`config.mk`:
```
export PLATFORM = sky130hd
export DESIGN_NAME = vga_sync_gen
export DESIGN_NICKNAME = d
export VERILOG_FILES = /design/src/rtl/vga_sync_gen.sv
export SDC_FILE = /design/constraint.sdc
export NUM_CORES = 1
export LEC_CHECK = 0
export CORE_MARGIN = 2
export CORE_UTILIZATION = 31
export CTS_CLUSTER_DIAMETER = 50
export DETAILED_ROUTE_END_ITERATION = 7
export PLACE_DENSITY = 0.63
export SETUP_SLACK_MARGIN = 0.2
export SLEW_MARGIN = 15
export SYNTH_ARGS = -nofsm -noshare
export SYNTH_HDL_FRONTEND = slang
export SYNTH_SLANG_ARGS = --single-unit
```
`constraint.sdc`:
```
create_clock -name clk -period 2 [get_ports clk]
set_input_delay 0.5 -clock clk [delete_from_list [all_inputs] [get_ports clk]]
set_output_delay 0.5 -clock clk [all_outputs]
set_load 0.01 [all_outputs]
```
`src/rtl/vga_sync_gen.sv`:
```
// VGA raster timing generator: registered hsync/vsync, display enable, pixel
// coordinates and line/frame strobes, all describing the same pixel each cycle.
module vga_sync_gen #(
    parameter int unsigned H_VISIBLE       = 640,
    parameter int unsigned H_FRONT         = 16,
    parameter int unsigned H_SYNC          = 96,
    parameter int unsigned H_BACK          = 48,
    parameter int unsigned V_VISIBLE       = 480,
    parameter int unsigned V_FRONT         = 10,
    parameter int unsigned V_SYNC          = 2,
    parameter int unsigned V_BACK          = 33,
    parameter bit          SYNC_ACTIVE_LOW = 1'b1
) (
    input  logic       clk,
    input  logic       rst_n,
    output logic       hsync,
    output logic       vsync,
    output logic       display_on,
    output logic [9:0] hpos,
    output logic [9:0] vpos,
    output logic       line_start,
    output logic       frame_start,
    output logic [7:0] frame_cnt
);

    localparam int unsigned H_TOTAL = H_VISIBLE + H_FRONT + H_SYNC + H_BACK;
    localparam int unsigned V_TOTAL = V_VISIBLE + V_FRONT + V_SYNC + V_BACK;
    // One spare bit so region bounds equal to 1024 still compare correctly.
    localparam int unsigned CW      = 11;

    localparam logic [CW-1:0] H_LAST = CW'(H_TOTAL - 1);
    localparam logic [CW-1:0] H_VIS  = CW'(H_VISIBLE);
    localparam logic [CW-1:0] H_SS   = CW'(H_VISIBLE + H_FRONT);
    localparam logic [CW-1:0] H_SE   = CW'(H_VISIBLE + H_FRONT + H_SYNC);
    localparam logic [CW-1:0] V_LAST = CW'(V_TOTAL - 1);
    localparam logic [CW-1:0] V_VIS  = CW'(V_VISIBLE);
    localparam logic [CW-1:0] V_SS   = CW'(V_VISIBLE + V_FRONT);
    localparam logic [CW-1:0] V_SE   = CW'(V_VISIBLE + V_FRONT + V_SYNC);

    generate
        if (H_TOTAL > 1024 || V_TOTAL > 1024) begin : g_bad_geometry
            $error("vga_sync_gen: H_TOTAL and V_TOTAL must not exceed 1024");
        end
    endgenerate

    logic       started;
    logic [9:0] h_nxt;
    logic [9:0] v_nxt;
    logic [7:0] f_nxt;
    logic       hs_act;
    logic       vs_act;
    logic       de_nxt;

    // Next pixel: (0,0) on the first cycle after reset, else raster advance.
    always_comb begin
        h_nxt = '0;
        v_nxt = '0;
        f_nxt = frame_cnt;
        if (started) begin
            if (CW'(hpos) == H_LAST) begin
                if (CW'(vpos) == V_LAST) begin
                    f_nxt = frame_cnt + 8'd1;
                end else begin
                    v_nxt = vpos + 10'd1;
                end
            end else begin
                h_nxt = hpos + 10'd1;
                v_nxt = vpos;
            end
        end
        hs_act = (CW'(h_nxt) >= H_SS) && (CW'(h_nxt) < H_SE);
        vs_act = (CW'(v_nxt) >= V_SS) && (CW'(v_nxt) < V_SE);
        de_nxt = (CW'(h_nxt) < H_VIS) && (CW'(v_nxt) < V_VIS);
    end

    // Decoded flags are registered with the coordinates they describe.
    always_ff @(posedge clk or negedge rst_n) begin
        if (!rst_n) begin
            started     <= 1'b0;
            hpos        <= '0;
            vpos        <= '0;
            frame_cnt   <= '0;
            hsync       <= SYNC_ACTIVE_LOW;
            vsync       <= SYNC_ACTIVE_LOW;
            display_on  <= 1'b0;
            line_start  <= 1'b0;
            frame_start <= 1'b0;
        end else begin
            started     <= 1'b1;
            hpos        <= h_nxt;
            vpos        <= v_nxt;
            frame_cnt   <= f_nxt;
            hsync       <= hs_act ^ SYNC_ACTIVE_LOW;
            vsync       <= vs_act ^ SYNC_ACTIVE_LOW;
            display_on  <= de_nxt;
            line_start  <= (h_nxt == 10'd0);
            frame_start <= (h_nxt == 10'd0) && (v_nxt == 10'd0);
        end
    end

endmodule

```
**Word-level counts from Yosys, hierarchy flattened**

Cells that the tools add are included.

- Latch bits: 0
- Memories kept: 0
- ROM bits: 0
- Flip-flop bits (word level): 34
- Output and inout port bits: 33
- Bits in writable memories: 0

- Multiplexer cells: 5
- Bitwise operators: 2
- Reduce and logical (&&, ||, !) cells: 7
- $add $sub $neg: 3
- Shift operators: 0
- Equal/unequal tests: 2
- $lt $le $gt $ge: 6
- Divide/modulo/power cells: 0
- $mul: 0

Operator list:

| operator | count |
|---|---|
| $mux W10 | 5 |
| $add A10 B1 Y10 const B | 2 |
| $eq A10 B10 Y1 const B | 2 |
| $logic_not A10 Y1 | 2 |
| $lt A10 B10 Y1 const B | 2 |
| $lt A10 B9 Y1 const B | 2 |
| $ge A10 B10 Y1 const B | 1 |
| $ge A10 B9 Y1 const B | 1 |
| $add A8 B1 Y8 const B | 1 |
| $logic_and A1 B1 Y1 | 4 |
| $reduce_and A3 Y1 | 1 |
| $not A1 Y1 | 2 |

**Logic depth before layout (Yosys ltp)**

Gate-level depths: netlist of run 1.

- Depth in word-level cells: 7
- Mapped depth: 8

**Least setup slack after synthesis of run 1**

No wires, ideal clock.

- Path type: register -> register
- From: register hpos[0]
- To: register frame_start
- Period minus slack after synthesis: 2.102 ns
- Data required time: 1.877 ns
- Setup slack: -0.102 ns
- Stages on the path, launching flop included: 8
- Path buffers: 0
- Arrival: 1.979 ns
- Cells stage by stage: dfrtp_1 -> ha_1 -> nand4_1 -> nor3_4 -> nor4_1 -> o32a_1 -> a41oi_1 -> nor2b_1

- Word-level cells in the longest chain between the ends: 5
- Elaborated cells on any way between the ends: 9
- Classes of those cells: 1 x add/sub; 1 x eq/ne; 4 x mux; 3 x reduce/logical

Ends and longest elaborated chain:

| what | line | RTL |
|---|---|---|
| start, declared | 19 | `output logic [9:0] hpos,` |
| start signal, assigned | 90 | `hpos <= h_nxt;` |
| $add A10 B1 Y10 or $eq A10 B10 Y1 (tied branches) | 67, 60 |  |
| $mux W10 | 60 | `if (CW'(hpos) == H_LAST) begin` |
| $mux W10 | 59 | `if (started) begin` |
| $logic_not A10 Y1 | 97 | `frame_start <= (h_nxt == 10'd0) && (v_nxt == 10'd0);` |
| $logic_and A1 B1 Y1 (*) | 97 |  |
| end signal, assigned | 97 |  |
| end, declared | 22 | `output logic frame_start,` |

Mark *: on every way between the ends. The rest lies on a longest branch, timed or not.
A chain may end at the register's enable or synchronous reset.

**Worst setup path after layout of run 1**

- From: register hpos[6]
- To: register frame_start

Same word-level chain as after synthesis.

==> results of run 1 <==
-- Yosys cell counts, types with 2 or more instances --
master and count:
dfrtp_1 32, nand2_1 21, nor2_1 21, xor2_1 14
nand3_1 11, nand4_1 10, a21oi_1 9, xnor2_1 9
inv_1 7, buf_2 4, buf_4 4, ha_1 4
nor4_1 4, and3_1 3, nor3_1 3, and2_1 2
clkbuf_1 2, dfstp_2 2, nor2b_1 2, nor3_4 2
nor3b_1 2, nor4_2 2, or2_0 2, or4_1 2
-- timing repair --
item,4_1_cts,5_1_grt
gates cloned,0,0
buffers inserted,16,13
gates resized for setup,31,42
pin swaps,4,19
endpoints found under the setup margin,38,30
-- state kept, by name (all words and copies together), names as in the netlist --
name	cells
hsync	1
vpos	10
frame_cnt	8
display_on	1
line_start	1
frame_start	1
started	1
hpos	10
vsync	1
-- layer usage --
layer	vias to the layer above	global-route usage
met5	-	0
met1	906	0.214
met3	7	0.0317
met4	0	0.0557
met2	57	0.255
li1	900	-
-- worst reg2reg max path: stages (launching register included) --
cell and delay [ns]:
dfrtp_2 0.45, or3_4 0.45, nor4_4 0.31, nand3_1 0.16, xor2_2 0.26, a41oi_2 0.15, nor2b_1 0.13
-- how the worst max path moves through the flow --
stage | cells after the start | start | to | slack (ns)
after floorplan | 7 | hpos[6] | frame_start | 0.06
after global placement | 7 | hpos[1] | display_on | 0.08
after detailed placement | 7 | hpos[1] | display_on | 0.01
after CTS | 7 | hpos[1] | display_on | 0.06
after global routing | 9 | vpos[0] | display_on | -0.07
final | 6 | hpos[6] | frame_start | 0.02
-- cell families after synthesis --
kind of cell	count (synthesis)	synth area share
fa+ha+maj	4	0.0255
buf+inv	18	0.0484
compound gates	23	0.0829
simple gates	98	0.293
xor+xnor	23	0.103
other cells	1	0.00191
flops	34	0.435
mux	2	0.0108
-- where the power goes --
group          switching (mW)  internal (mW)  total (mW)  leakage [nW]
clock network           0.284          0.371       0.654        0.0504
registers              0.0130          0.699       0.712         0.437
logic                  0.0561         0.0514       0.107         0.958
total                   0.353           1.12        1.47          1.45
-- stage by stage --
stage                     hold slack [ns]  setup WS (ns)  std cells
after floorplan                     0.204         0.0625        203
after global placement              0.458         0.0800        334
after detailed placement            0.461         0.0140        334
after CTS                           0.472         0.0590        358
after global routing                0.492        -0.0725        371
final                               0.466         0.0249        371
-- layout make-up --
type                       instances  area share
sequential                        34       0.276
timing repair buffer              96       0.261
tap                               75      0.0299
multi-input combinational        151       0.388
clock buffer                       5      0.0219
clock inverter                     3      0.0144
inverter                           7     0.00838
==> flow_metrics.py, run 1 <==
metrics = {
    "power_and_ir_drop": {
        "power_density_nw_per_um2": 470,
        "total_power_mw": 1.47,
        "power_leakage_nw": 1.45,
        "irDropWorstVdd_mv": 0.247,
    },
    "timing": {
        "fin_tns_setup_ns": 0,
        "rsz0062_at_grt": "yes",
        "fmax_mhz": 506,
        "worst_pin_slew_ns": 0.571,
        "finalHoldViolCount": 0,
        "fin_crit_ns": 1.98,
        "fin_crit_sh": 0.988,
        "maxSlewHeadroom": 0.617,
        "skew_ns": 0.0105,
        "finalSetupViolations": 0,
        "maxSlewViolCount": 0,
    },
    "status": {
        "outcome": "completed",
    },
    "route": {
        "drt-met1-wl_um": 2610,
        "routed.top_layer": "met4",
        "via_per_inst": 5.04,
        "drtPass1Iterations": 6,
        "wl_met3_um": 254,
        "drc": 0,
        "wl_um": 5670,
        "drt_iter0_drc": 95,
        "dr_wl_met2_um": 2730,
        "wire_per_inst_um": 15.3,
        "ant_nets": 0,
        "vias": 1870,
    },
    "synth": {
        "async_flop_share": 1.00,
        "yosysTopAreaCellShare": 0.408,
        "synth_edf_count": 0,
        "synth_warnings": 0,
        "synth-seq-cells": 34,
        "post_synth_instance_area_um2": 1960,
        "ys.flop_type": "dfrtp_1",
        "synthCells": 203,
        "syn_nets": 209,
        "synthDistinctLibCells": 53,
        "ys_seq_area_frac": 0.435,
        "ys_top_cells_by_area": "dfrtp_1 41%, xor2_1 6.2%, nand2_1 4.0%",
        "yosysTopAreaCell": "dfrtp_1",
        "syn_avg_cell_area_um2": 9.67,
    },
    "clock_network": {
        "clk-insertion-delay-late_ns": 0.30,
        "root_buffer": "clkbuf_8",
        "ctsHoldBuffers": 0,
        "cts_tree": "done",
        "numCtsBuffers": 5,
        "clk_pin_slew_ns": 0.08,
        "cts.sinks": 34,
        "clockBufferDepth": 2,
        "htreeDepth": 2,
    },
    "setup_path": {
        "setup.worst_path.end_class": "register",
        "path_buf_inv": 0,
        "cp-start-kind": "register",
        "rr_worst_depth": 6,
        "crit_required_ns": 2.23,
        "crit_family": "simple AND/OR/NAND/NOR gates",
        "critPathMaxFanout": 4,
        "worstPathCellList": "or3_4, nor4_4, nand3_1, xor2_2, a41oi_2, nor2b_1",
        "rrSetupSlack_ns": 0.02,
        "critical_path_class": "reg -> reg",
        "slowest_stage": "dfrtp_2",
        "reg2reg_from": "hpos[6]",
        "crit_arrival_ns": 2.20,
        "crit_path_max_incr_delay_ns": 0.45,
        "rr_endpoint": "frame_start",
    },
    "die": {
        "io-pin-count": 35,
        "start_util": 0.326,
        "core_area_um2": 6030,
        "die_y_um": 83.6,
        "die_x_um": 83.6,
        "std_cell_rows": 28,
        "die_area_um2": 6990,
    },
    "final_layout": {
        "mostFrequentLayoutCells": "56 x buf_4, 22 x dfrtp_1, 20 x nand2_1, 17 x dlygate4sd2_1",
        "num_antenna_cells": 0,
        "final_cell_area_um2": 3140,
        "multi_input_area_um2": 1220,
        "areaGrowthSynthToFinish_pct": 59.8,
        "fillers": 549,
        "seqCellArea_um2": 866,
        "final_common_cell": "buf_4",
        "nNetsFinal": 301,
        "fin_util": 0.521,
        "drive_gt1_frac": 0.422,
    },
    "placed_design": {
        "dp_hpwl_um": 3900,
        "numPortBuffers": 34,
        "placed_area_um2": 2630,
        "routabilityCongestion": 0.884,
    },
    "grt": {
        "grt_max_degree": 35,
        "grt_usage": 0.159,
        "antenna_found_initial": 0,
        "grt-ovfl-total": 0,
        "grt_pass1_vias": 1838,
        "grt_pass1_wl_um": 8970,
    },
    "min_path": {
        "hp-start": "frame_cnt[7]",
        "whs_endpoint": "frame_cnt[7]",
        "min_path_cells": 1,
        "hold_class": "reg -> reg",
    },
    "job": {
        "drv_cap": 0,
    },
}
(Power assumes the default switching activity.)
==> run 2: changes to the inputs <==
- ABC_AREA: not set -> 1
- CORE_MARGIN: 2 -> not set
- PLACE_DENSITY: 0.63 -> 0.62
==> run 2 against run 1 <==
Against the previous run:
- sequential power about the same
- non-clock buffer count fell by 36
- clock skew down 0.0060 ns
- die area up 5.4%
- synthesized cell count increased by 49%
- critical path type is now reg -> out
- largest power group unchanged
==> flow_metrics.py, run 2 <==
metrics = {
    "clock_network": {
        "clk_pin_slew_ns": 0.07,
        "ctsHoldBuffers": 0,
        "numCtsBuffers": 5,
        "htreeDepth": 2,
        "cts.sinks": 34,
        "clk-insertion-delay-late_ns": 0.29,
        "root_buffer": "clkbuf_8",
        "clockBufferDepth": 2,
        "cts_tree": "done",
    },
    "route": {
        "drt_iter0_drc": 243,
        "via_per_inst": 4.65,
        "vias": 2151,
        "drtPass1Iterations": 4,
        "wl_um": 5810,
        "drc": 0,
        "wire_per_inst_um": 12.6,
        "ant_nets": 0,
    },
    "setup_path": {
        "setup.worst_path.end_class": "primary output",
        "crit_arrival_ns": 1.32,
        "critPathMaxFanout": 5,
        "rrSetupSlack_ns": 0.20,
        "slowest_stage": "clkdlybuf4s50_1",
        "cp-start-kind": "register",
        "critical_path_class": "reg -> out",
        "worstPathCellList": "clkdlybuf4s50_1",
        "reg2reg_from": "hpos[1]",
        "rr_endpoint": "vsync",
        "crit_path_max_incr_delay_ns": 0.58,
        "crit_family": "buffers and inverters",
        "crit_required_ns": 1.50,
        "rr_worst_depth": 11,
        "worst-path-stages": 1,
        "path_buf_inv": 1,
    },
    "final_layout": {
        "nNetsFinal": 372,
        "areaGrowthSynthToFinish_pct": 41.6,
        "final_common_cell": "nand2_1",
        "drive_gt1_frac": 0.259,
        "num_antenna_cells": 0,
        "mostFrequentLayoutCells": "87 x nand2_1, 50 x inv_1, 27 x clkdlybuf4s50_1, 25 x nor2_1, 24 x buf_4",
        "top_regs": "hpos (10), vpos (10), frame_cnt (8)",
        "fin_util": 0.454,
    },
    "placed_design": {
        "dp_hpwl_um": 3920,
        "pre_cts_ws_ns": 0.139,
        "numPortBuffers": 34,
        "routabilityCongestion": 0.874,
    },
    "synth": {
        "ys_seq_area_frac": 0.392,
        "synthCells": 303,
        "synth_warnings": 0,
        "yosysTopAreaCell": "dfrtp_1",
        "synthDistinctLibCells": 31,
        "syn_nets": 309,
        "async_flop_share": 1.00,
        "synth.most_common_cell": "nand2_1",
        "synthTopCellsByCount": "89 x nand2_1, 52 x inv_1, 32 x dfrtp_1, 32 x nor2_1, 26 x nand3_1",
        "post_synth_instance_area_um2": 2180,
        "synth_edf_count": 0,
        "yosysTopAreaCellShare": 0.368,
        "synth-seq-cells": 34,
        "ys.flop_type": "dfrtp_1",
        "ys_top_cells_by_area": "dfrtp_1 37%, nand2_1 15%, inv_1 9.0%",
        "syn_avg_cell_area_um2": 7.19,
    },
    "min_path": {
        "min_path_cells": 2,
        "hp-start": "frame_cnt[7]",
        "whs_endpoint": "frame_cnt[7]",
        "hold_class": "reg -> reg",
    },
    "die": {
        "die_x_um": 85.8,
        "core_area_um2": 6790,
        "die_area_um2": 7370,
        "die_y_um": 85.8,
        "std_cell_rows": 30,
        "start_util": 0.321,
        "io-pin-count": 35,
    },
    "timing": {
        "fmax_mhz": 548,
        "fin_crit_sh": 0.912,
        "worst_hold_slack_ns": 0.536,
        "finalSetupViolations": 0,
        "setup_slack_ns": 0.176,
        "skew_ns": 0.00453,
        "rsz0062_at_grt": "yes",
        "maxSlewViolCount": 0,
        "finalHoldViolCount": 0,
        "fin_tns_setup_ns": 0,
        "fin_crit_ns": 1.82,
    },
    "grt": {
        "grt_max_degree": 35,
        "grt_pass1_wl_um": 8980,
        "antenna_found_initial": 0,
        "grt-ovfl-total": 0,
        "grt_pass1_vias": 1845,
        "grt_usage": 0.157,
    },
    "power_and_ir_drop": {
        "irDropWorstVdd_mv": 0.220,
        "power_leakage_nw": 1.71,
        "power_density_nw_per_um2": 433,
    },
    "status": {
        "outcome": "completed",
    },
    "job": {
        "drv_cap": 0,
    },
}
run 2: cell types whose count changed after synthesis, moves of 5 or more:
| cell | previous run | this run |
|---|---|---|
| inv_1 | 7 | 52 |
| xor2_1 | 14 | 3 |
| o21ai_0 | 0 | 6 |
| nand3_1 | 11 | 26 |
| nand2_2 | 0 | 5 |
| xnor2_1 | 9 | 4 |
| nor2_1 | 21 | 32 |
| nand2_1 | 21 | 89 |
| a21oi_1 | 9 | 2 |
run 2: worst max-delay path by stage:
| stage | start | endpoint | slack, ns |
|---|---|---|---|
| 2_1_floorplan | hpos[0] | frame_cnt[6] | 0.28 |
| 3_3_place_gp | hpos[0] | display_on | 0.12 |
| 3_5_place_dp | hpos[0] | display_on | 0.14 |
| 4_1_cts | hpos[5] | hpos[5] | 0.15 |
| 5_1_grt | hpos[1] | frame_start | 0.08 |
| 6_report | hpos[9] | hpos[9] | 0.18 |
run 2: cell families (layout without fill, tap and decap cells):
logic type	Yosys count	in the layout	share of synthesized area
AO/OA/AOI/OAI	11	11	0.0281
XOR/XNOR	7	7	0.0281
adder cells (fa/ha/maj)	4	4	0.0230
buffers and inverters	60	123	0.110
flip-flops	34	34	0.392
multiplexers	2	2	0.0103
other	1	1	0.00172
AND/OR/NAND/NOR	184	185	0.407
run 2: what timing repair did:
| action | 4_1_cts | 5_1_grt |
|---|---|---|
| gates cloned | 0 | 1 |
| endpoints found under the setup margin | 18 | 20 |
| gates resized for setup | 16 | 34 |
| setup buffers | 9 | 15 |
| pin swaps | 2 | 10 |
run 2: worst register-to-register path, delay by kind of cell, from the launching register on:
kind,cells,cell delay [ns]
adder cells (fa/ha/maj),1,0.17
AND/OR/NAND/NOR,8,0.82
flip-flops,1,0.42
buffers and inverters,2,0.31
run 2: power breakdown:
| part | internal, mW | total, mW | leakage, nW | switching (mW) |
|---|---|---|---|---|
| Clock | 0.278 | 0.529 | 0.0482 | 0.251 |
| Sequential | 0.699 | 0.710 | 0.432 | 0.0103 |
| Combinational | 0.0424 | 0.0968 | 1.23 | 0.0544 |
run 2: layout make-up:
| type | count | area [um2] |
|---|---|---|
| Fill cell | 663 | 3710 |
| Multi-Input combinational cell | 210 | 1230 |
| Sequential cell | 34 | 870 |
| Timing Repair Buffer | 60 | 563 |
| Inverter | 55 | 209 |
| Tap cell | 96 | 120 |
| Clock buffer | 7 | 86.3 |
| Clock inverter | 1 | 5.00 |
run 2: through the flow:
| stage | power [mW] | instances | cell area [um2] |
|---|---|---|---|
| after floorplan | 0.754 | 303 | 2180 |
| after global placement | 0.804 | 430 | 2620 |
| after detailed placement | 0.804 | 430 | 2620 |
| after CTS | 1.35 | 447 | 2830 |
| after global routing | 1.39 | 463 | 3080 |
| final | 1.34 | 463 | 3080 |
run 2: metal layers:
metal | share of wire | vias to the layer above | GRT usage | wire length (um)
met2 | 0.48 | 93 | 0.247 | 2790
met4 | 0.022 | 0 | 0.0591 | 127
met5 | 0 | - | 0 | 0
met1 | 0.43 | 988 | 0.214 | 2510
li1 | - | 1053 | - | -
met3 | 0.066 | 17 | 0.0308 | 382
==> run 3: changes to the inputs <==
- CAP_MARGIN: not set -> 20
==> results of run 3 <==
Same layout as run 2: the final DEF is identical, and so are final timing and power.
